File: src/rtl/main_ctrl_pipe.sv
// Registered decode-stage main controller: opcode decode into the DE/EX control register,
// load-use bubble insertion, stall/flush and a saturating illegal-opcode counter. Jumps: MAIN_CTRL_JUMP_EN.
module main_ctrl_pipe #(
    parameter int LOAD_USE_BUBBLES = 1,
    parameter int ILL_CNT_W        = 8,
    parameter int REG_AW           = 5
) (
    input  logic                 clk,
    input  logic                 reset,
    input  logic                 in_valid,
    output logic                 in_ready,
    input  logic [6:0]           opcode,
    input  logic [REG_AW-1:0]    rd,
    input  logic [REG_AW-1:0]    rs1,
    input  logic [REG_AW-1:0]    rs2,
    input  logic                 ex_ready,
    input  logic                 flush,
    output logic                 ex_valid,
    output logic [1:0]           ex_alu_op,
    output logic [1:0]           ex_alu_src2,
    output logic                 ex_brn_cond,
    output logic                 ex_mem_we,
    output logic                 ex_reg_we,
    output logic                 ex_mem_reg,
    output logic                 ex_jump,
    output logic [REG_AW-1:0]    ex_rd,
    output logic                 illegal,
    output logic [ILL_CNT_W-1:0] ill_cnt
);

    localparam logic [6:0] OP_R      = 7'b0110011;
    localparam logic [6:0] OP_I      = 7'b0010011;
    localparam logic [6:0] OP_LOAD   = 7'b0000011;
    localparam logic [6:0] OP_STORE  = 7'b0100011;
    localparam logic [6:0] OP_BRANCH = 7'b1100011;
`ifdef MAIN_CTRL_JUMP_EN
    localparam logic [6:0] OP_JAL    = 7'b1101111;
    localparam logic [6:0] OP_JALR   = 7'b1100111;
`endif
    localparam logic [1:0] BUB_EXTRA = 2'(LOAD_USE_BUBBLES - 1);

    typedef struct packed {
        logic [1:0]        alu_op;
        logic [1:0]        alu_src2;
        logic              brn_cond;
        logic              mem_we;
        logic              reg_we;
        logic              mem_reg;
        logic              jump;
        logic [REG_AW-1:0] rd;
    } ctrl_t;

    typedef enum logic {IDLE, BUBBLE} state_t;

    function automatic logic [ILL_CNT_W-1:0] sat_inc(input logic [ILL_CNT_W-1:0] v);
        return (&v) ? v : v + 1'b1;
    endfunction

    state_t                 state_q, state_d;
    logic [1:0]             cnt_q, cnt_d;
    ctrl_t                  ex_q, ex_d, dec;
    logic                   ex_vld_q, ex_vld_d;
    logic                   illegal_q, illegal_d;
    logic [ILL_CNT_W-1:0]   ill_cnt_q, ill_cnt_d;
    logic                   dec_legal, use_rs1, use_rs2;
    logic                   hz, accept;

    always_comb begin
        dec       = '0;
        dec_legal = 1'b0;
        use_rs1   = 1'b0;
        use_rs2   = 1'b0;
        case (opcode)
            OP_R: begin
                dec.alu_op = 2'b10; dec.reg_we = 1'b1;
                dec_legal = 1'b1; use_rs1 = 1'b1; use_rs2 = 1'b1;
            end
            OP_I: begin
                dec.alu_src2 = 2'd1; dec.reg_we = 1'b1;
                dec_legal = 1'b1; use_rs1 = 1'b1;
            end
            OP_LOAD: begin
                dec.alu_src2 = 2'd1; dec.reg_we = 1'b1; dec.mem_reg = 1'b1;
                dec_legal = 1'b1; use_rs1 = 1'b1;
            end
            OP_STORE: begin
                dec.alu_src2 = 2'd2; dec.mem_we = 1'b1;
                dec_legal = 1'b1; use_rs1 = 1'b1; use_rs2 = 1'b1;
            end
            OP_BRANCH: begin
                dec.alu_op = 2'b01; dec.alu_src2 = 2'd3; dec.brn_cond = 1'b1;
                dec_legal = 1'b1; use_rs1 = 1'b1; use_rs2 = 1'b1;
            end
`ifdef MAIN_CTRL_JUMP_EN
            OP_JAL: begin
                dec.alu_src2 = 2'd1; dec.reg_we = 1'b1; dec.jump = 1'b1;
                dec_legal = 1'b1;
            end
            OP_JALR: begin
                dec.alu_src2 = 2'd1; dec.reg_we = 1'b1; dec.jump = 1'b1;
                dec_legal = 1'b1; use_rs1 = 1'b1;
            end
`endif
            default: ;
        endcase
        dec.rd = rd;
    end

    // A load in EX whose destination feeds a source of the incoming instruction; x0 never hazards.
    assign hz = in_valid && ex_vld_q && ex_q.mem_reg && (ex_q.rd != '0) &&
                ((use_rs1 && (ex_q.rd == rs1)) || (use_rs2 && (ex_q.rd == rs2)));

    always_ff @(posedge clk) begin
        if (reset) begin
            state_q   <= IDLE;
            cnt_q     <= '0;
            ex_q      <= '0;
            ex_vld_q  <= 1'b0;
            illegal_q <= 1'b0;
            ill_cnt_q <= '0;
        end else begin
            state_q   <= state_d;
            cnt_q     <= cnt_d;
            ex_q      <= ex_d;
            ex_vld_q  <= ex_vld_d;
            illegal_q <= illegal_d;
            ill_cnt_q <= ill_cnt_d;
        end
    end

    always_comb begin
        state_d = state_q;
        cnt_d   = cnt_q;
        if (flush) begin
            state_d = IDLE;
            cnt_d   = '0;
        end else if (ex_ready) begin
            case (state_q)
                IDLE: begin
                    if (hz && (BUB_EXTRA != 2'd0)) begin
                        cnt_d   = BUB_EXTRA;
                        state_d = BUBBLE;
                    end
                end
                BUBBLE: begin
                    cnt_d = cnt_q - 2'd1;
                    if (cnt_q <= 2'd1) state_d = IDLE;
                end
                default: state_d = IDLE;
            endcase
        end
    end

    always_comb begin
        in_ready  = !flush && ex_ready && (state_q == IDLE) && !hz;
        accept    = in_valid && in_ready;
        ex_d      = ex_q;
        ex_vld_d  = ex_vld_q;
        illegal_d = 1'b0;
        ill_cnt_d = ill_cnt_q;
        if (flush) begin
            ex_d     = '0;
            ex_vld_d = 1'b0;
        end else if (ex_ready) begin
            // Default on advance is a bubble; only a legal accepted instruction replaces it.
            ex_d     = '0;
            ex_vld_d = 1'b0;
            if (accept) begin
                if (dec_legal) begin
                    ex_d     = dec;
                    ex_vld_d = 1'b1;
                end else begin
                    illegal_d = 1'b1;
                    ill_cnt_d = sat_inc(ill_cnt_q);
                end
            end
        end
    end

    assign ex_valid    = ex_vld_q;
    assign ex_alu_op   = ex_q.alu_op;
    assign ex_alu_src2 = ex_q.alu_src2;
    assign ex_brn_cond = ex_q.brn_cond;
    assign ex_mem_we   = ex_q.mem_we;
    assign ex_reg_we   = ex_q.reg_we;
    assign ex_mem_reg  = ex_q.mem_reg;
    assign ex_jump     = ex_q.jump;
    assign ex_rd       = ex_q.rd;
    assign illegal     = illegal_q;
    assign ill_cnt     = ill_cnt_q;

endmodule

File: config.mk
export PLATFORM = sky130hd
export DESIGN_NAME = main_ctrl_pipe
export DESIGN_NICKNAME = d
export VERILOG_FILES = /design/src/rtl/main_ctrl_pipe.sv
export SDC_FILE = /design/constraint.sdc
export NUM_CORES = 1
export LEC_CHECK = 0
export ABC_AREA = 1
export BUFFER_PORTS_ARGS = -buffer_cell sky130_fd_sc_hd__buf_2
export CAP_MARGIN = 40
export CORE_ASPECT_RATIO = 0.9
export CORE_UTILIZATION = 30
export CTS_CLUSTER_SIZE = 24
export DETAILED_ROUTE_END_ITERATION = 8
export HOLD_SLACK_MARGIN = 0.12
export SYNTH_ARGS = -nofsm -noshare
export SYNTH_HDL_FRONTEND = slang
export SYNTH_SLANG_ARGS = --single-unit
File: constraint.sdc
create_clock -name clk -period 2.5 [get_ports clk]
set_input_delay 0.5 -clock clk [delete_from_list [all_inputs] [get_ports clk]]
set_output_delay 0.5 -clock clk [all_outputs]
set_load 0.01 [all_outputs]
Yosys cells after proc, flatten, opt, wreduce, memory -nomap -nowiden

Cells that the tools add are included.

Bits of input ports: 27
Word-level logic and storage cells: 67
Output and inout bits: 25
Bits in registers: 27

$lt $le $gt $ge: 1
Eq/ne operators: 7
Add/subtract/negate cells: 2
Multiplexer cells: 15
Reduce and logical (&&, ||, !) cells: 23
Bitwise logic cells: 6

Operators with widths:

| kind                  | count |
|---|---|
| $mux W14              | 2 |
| $eq A7 B6 Y1 const B  | 2 |
| $mux W1               | 11 |
| $eq A5 B5 Y1          | 2 |
| $logic_and A1 B1 Y1   | 10 |
| $add A8 B1 Y8 const B | 1 |
| $reduce_and A8 Y1     | 1 |
| $eq A7 B2 Y1 const B  | 1 |
| $eq A7 B5 Y1 const B  | 1 |
| $eq A7 B7 Y1 const B  | 1 |
| $not A1 Y1            | 6 |
| $pmux W2 S3           | 1 |
| $reduce_or A3 Y1      | 2 |
| $reduce_and A5 Y1     | 1 |
| $reduce_bool A5 Y1    | 1 |
| $reduce_or A5 Y1      | 1 |
| $pmux W2 S2           | 1 |
| $reduce_or A2 Y1      | 2 |
| $reduce_or A4 Y1      | 1 |
| $le A2 B1 Y1 const B  | 1 |
| $logic_not A1 Y1      | 2 |
| $reduce_and A2 Y1     | 1 |
| $sub A2 B1 Y2 const B | 1 |
| $logic_or A1 B1 Y1    | 1 |

Logic depth before layout (Yosys ltp)

Depth after elaboration: 11
Mapped depth: 12
Depth with buffers taken out: 12

Worst setup path after synthesis

No wires, ideal clock.

Kind: in2out
From: input port ex_ready
To: output port in_ready
Arrival time: 1.241 ns
Path buffers: 1
Data required time: 2.000 ns
Path slack: 0.759 ns
Cell stages on the path: 4
Cells stage by stage: buf_6 inv_6 nor3_4 a21boi_4

Word-level cells in the longest chain between the ends: 3

Ends and longest elaborated chain:

| element                          | RTL line | source |
|---|---|---|
| from (decl)                      | 16       | `input logic ex_ready,` |
| $logic_and A1 B1 Y1 (3 in a row) | 155      | `in_ready = !flush && ex_ready && (state_q == IDLE) && !hz;` |
| to (decl)                        | 11       | `output logic in_ready,` |

No other way between the ends.

Worst setup path after layout

From: register ex_q (netlist bit ex_rd[3])
To: output port in_ready

Word-level cells in the longest chain between the ends: 6
Elaborated cells on any way between the ends: 10
Classes of those cells: eq/ne (2); reduce/logical (8)

Ends and longest elaborated chain:

| element                | RTL line | source |
|---|---|---|
| from (decl)            | 61       | `ctrl_t ex_q, ex_d, dec;` |
| from (signal assigned) | 117      | `ex_q <= '0;` |
| from (signal assigned) | 124      | `ex_q <= ex_d;` |
| $eq A5 B5 Y1           | 111      | `((use_rs1 && (ex_q.rd == rs1)) \|\| (use_rs2 && (ex_q.rd == rs2)));` |
| $logic_and A1 B1 Y1    | 111      |  |
| $logic_or A1 B1 Y1     | 111      |  |
| $logic_and A1 B1 Y1 *  | 110      | `assign hz = in_valid && ex_vld_q && ex_q.mem_reg && (ex_q.rd != '0) &&` |
| $logic_not A1 Y1 *     | 155      |  |
| $logic_and A1 B1 Y1 *  | 155      |  |

Every way passes the cells marked *; elsewhere a longest branch is shown, timed or not.

==> flow_summary.json <==
{
  "status": "complete, no violations",
  "final_design_area_no_fill_mm2": 0.00191,
  "post_synth.cell_area_avg_um2": 6.80,
  "grt_setup_unrepaired": "no",
  "critical_path.max_stage_delay_ns": 0.41,
  "wire_per_inst_um": 10.8,
  "maximum_number_of_pins_on_one_net_before_global_route_repair": 15,
  "timing.hold.worst.class": "reg2reg",
  "dpl.hpwl_um": 2910,
  "post_cts_resized": 0,
  "cts.path.max_buffers": 2,
  "reg2reg_setup_slack_ns": 0.90,
  "placedInstanceArea_mm2": 0.00186,
  "multi_input_area_um2": 837,
  "synthToLayoutAreaGrowth_pct": 24.6,
  "drive_gt1_frac": 0.251,
  "cp_max_fo": 7,
  "cts.reportedPaths.clkPinSlew_ns": 0.10,
  "insertedDiodeCount": 0,
  "number_of_nets_in_the_synthesized_netlist": 255,
  "grt.overflow.total": 0,
  "power-per-cell-area_mw_per_mm2": 411,
  "drv.max_cap_violation_count": 0,
  "worst-endpoint-arrival_ns": 1.58,
  "reg2reg_depth": 9,
  "drt_first_pass_iters": 4,
  "area.sequential_um2": 520,
  "postRouteWirelength_um": 3730,
  "clock_tree.root_cell": "clkbuf_8",
  "cts_max_level": 1,
  "report.final.setup_viol": 0,
  "worstSkewPairLatency_ns": 0.28,
  "path_buf_inv": 2,
  "worst_setup_path_end_kind": "output port",
  "vias_in_the_first_global_route": 1449,
  "initial_utilization": 0.314,
  "crit_path_start": "ex_rd[3]",
  "grt_pass1_wl_um": 6400,
  "core_region_area_mm2": 0.00489,
  "gpl.final_weighted_congestion": 0.803,
  "largest_register_ffs": 8,
  "num-fill-cells": 525,
  "post-place-cells": 340,
  "critical_path_depth": 9,
  "critical-path-top-delay-family": "flip-flops",
  "clock_skew_ns": 0.00515,
  "die-area_mm2": 0.00541,
  "synth_flop_cell": "dfxtp_1",
  "series_of_cell_instances_along_the_critical_path": "inv_1 > nand2_1 > nand2_1 > nand2_1 > nor2_1 > nand3_2 > nand2_2 > a21boi_4 > buf_2",
  "finalMaxSlewViolations": 0,
  "finalNonFillerCells": 344,
  "die_width_um": 77.4,
  "power.static_leakage_nw": 0.901,
  "synth_cell_type_count": 33,
  "synth.ff_latch_count": 26,
  "crit_path_frequent_cell": "nand2_1",
  "totalPowerFinal_mw": 0.787,
  "final.period_utilization": 0.834,
  "synth_area_mm2": 0.00154,
  "vias_per_cell": 4.49,
  "grt_use_total": 0.148,
  "cts_hold_buffers": 0,
  "design.portCount": 52,
  "seq_total_area_yosys": 0.339,
  "cts.sinks": 26,
  "final_hold_viol_count": 0,
  "setup_total_negative_slack_ns": 0,
  "detailedRoute.firstIterationViolations": 90,
  "async_flop_share": 0,
  "drc": 0,
  "cts_inserted_buffers": 3,
  "max_clock_freq_ghz": 0.480,
  "cp.required_ns": 2.00,
  "start_kind": "flop",
  "ys.warnings.count": 0,
  "vias": 1545,
  "cts_tree": "built",
  "syn-instance-count": 226,
  "nets": 309,
  "timing.critical_path.to": "in_ready",
  "fin_util": 0.391,
  "worst_ir_drop_on_vdd_v": 0.000187,
  "final_critical_path_time_including_i_o_delays_and_setup_ns": 2.08,
  "buffer_ports.inserted": 50,
  "r2r_end": "ex_rd[3]",
  "core.rowCount": 24,
  "synth-edff-count": 0,
  "postCtsSetupRepairBufs": 0,
  "detail-route-antenna-nets": 0,
  "antenna_found_initial": 0,
  "height_of_the_die_um": 69.9,
  "regToRegStartpoint": "ex_rd[4]",
  "critical-path-slowest-cell": "dfxtp_1",
  "critical_path_class": "reg2out"
}
==> worst register-to-register path: stages (launching register included) <==
cell     delay, ns
dfxtp_1       0.45
xnor2_1       0.15
nand2_1       0.06
nor2_1        0.14
nand3_2       0.08
nand2_2       0.13
nand2_4       0.10
nand3_4       0.14
nor2_1        0.07
o21a_1        0.18
==> synthesized netlist by cell type, types with 3 or more instances <==
library cell	count	area share
dfxtp_1	26	0.34
nor3_1	3	0.0098
nor2_1	40	0.098
nand3b_1	3	0.015
o21ai_0	3	0.0098
nand3_1	6	0.020
a21oi_1	11	0.036
xor2_1	4	0.023
o21bai_1	5	0.024
nand2_1	45	0.11
o21a_1	7	0.034
nand4_1	11	0.045
inv_1	36	0.088
==> through the flow <==
step / hold slack [ns] / setup slack [ns]
floorplan: 0.453 / 0.759
global placement: 0.462 / 0.494
detailed placement: 0.467 / 0.437
CTS: 0.487 / 0.395
global route: 0.511 / 0.308
finish: 0.481 / 0.416
==> per-layer routing <==
layer	track usage	vias up	routed length (um)
li1	-	818	-
met1	0.184	693	1790
met2	0.259	30	1770
met3	0.0222	4	130
met4	0.0503	0	44
met5	0	-	0
==> power by group <==
group | internal [mW] | total (mW) | switching, mW
clock | 0.141 | 0.283 | 0.142
sequential | 0.415 | 0.416 | 0.000736
combinational | 0.0349 | 0.0883 | 0.0534
==> area by class of cell <==
cell class / count / share of cell area
flip-flops and latches: 26 / 0.272
multi-input cells: 157 / 0.437
well taps: 65 / 0.0425
repair buffers: 52 / 0.139
clock buffers: 4 / 0.0288
inverters: 40 / 0.0810
==> cell usage in the layout (no fill, tap or decap), types with 3 or more instances in the layout <==
cell type / n
o21bai_1: 5
clkbuf_8: 4
dfxtp_1: 26
nand2_1: 45
inv_1: 36
xor2_1: 4
o21ai_0: 3
o21a_1: 7
nor3_1: 3
a21oi_1: 11
buf_2: 50
nor2_1: 40
nand3_1: 6
nand3b_1: 3
nand4_1: 11
==> worst min path at each step <==
stage                        start              to  slack, ns  depth (start not counted)
floorplan                 cnt_q[1]        cnt_q[1]       0.45                          2
global route        ex_alu_src2[0]  ex_alu_src2[0]       0.51                          2
finish                 ex_brn_cond     ex_brn_cond       0.48                          2
detailed placement  ex_alu_src2[0]  ex_alu_src2[0]       0.47                          2
CTS                    ex_brn_cond     ex_brn_cond       0.49                          2
global placement      ex_alu_op[0]    ex_alu_op[0]       0.46                          2
==> kinds of logic (layout without fill, tap and decap cells) <==
group / count (synthesis) / after routing / share of synthesized area
compound gates: 29 / 29 / 0.125
xor+xnor: 6 / 6 / 0.0342
flops: 26 / 26 / 0.339
fa+ha+maj: 2 / 2 / 0.0163
simple gates: 119 / 119 / 0.366
other cells: 1 / 1 / 0.00244
buf+inv: 43 / 96 / 0.116
No activity file was read; power rests on OpenSTA's default activity.
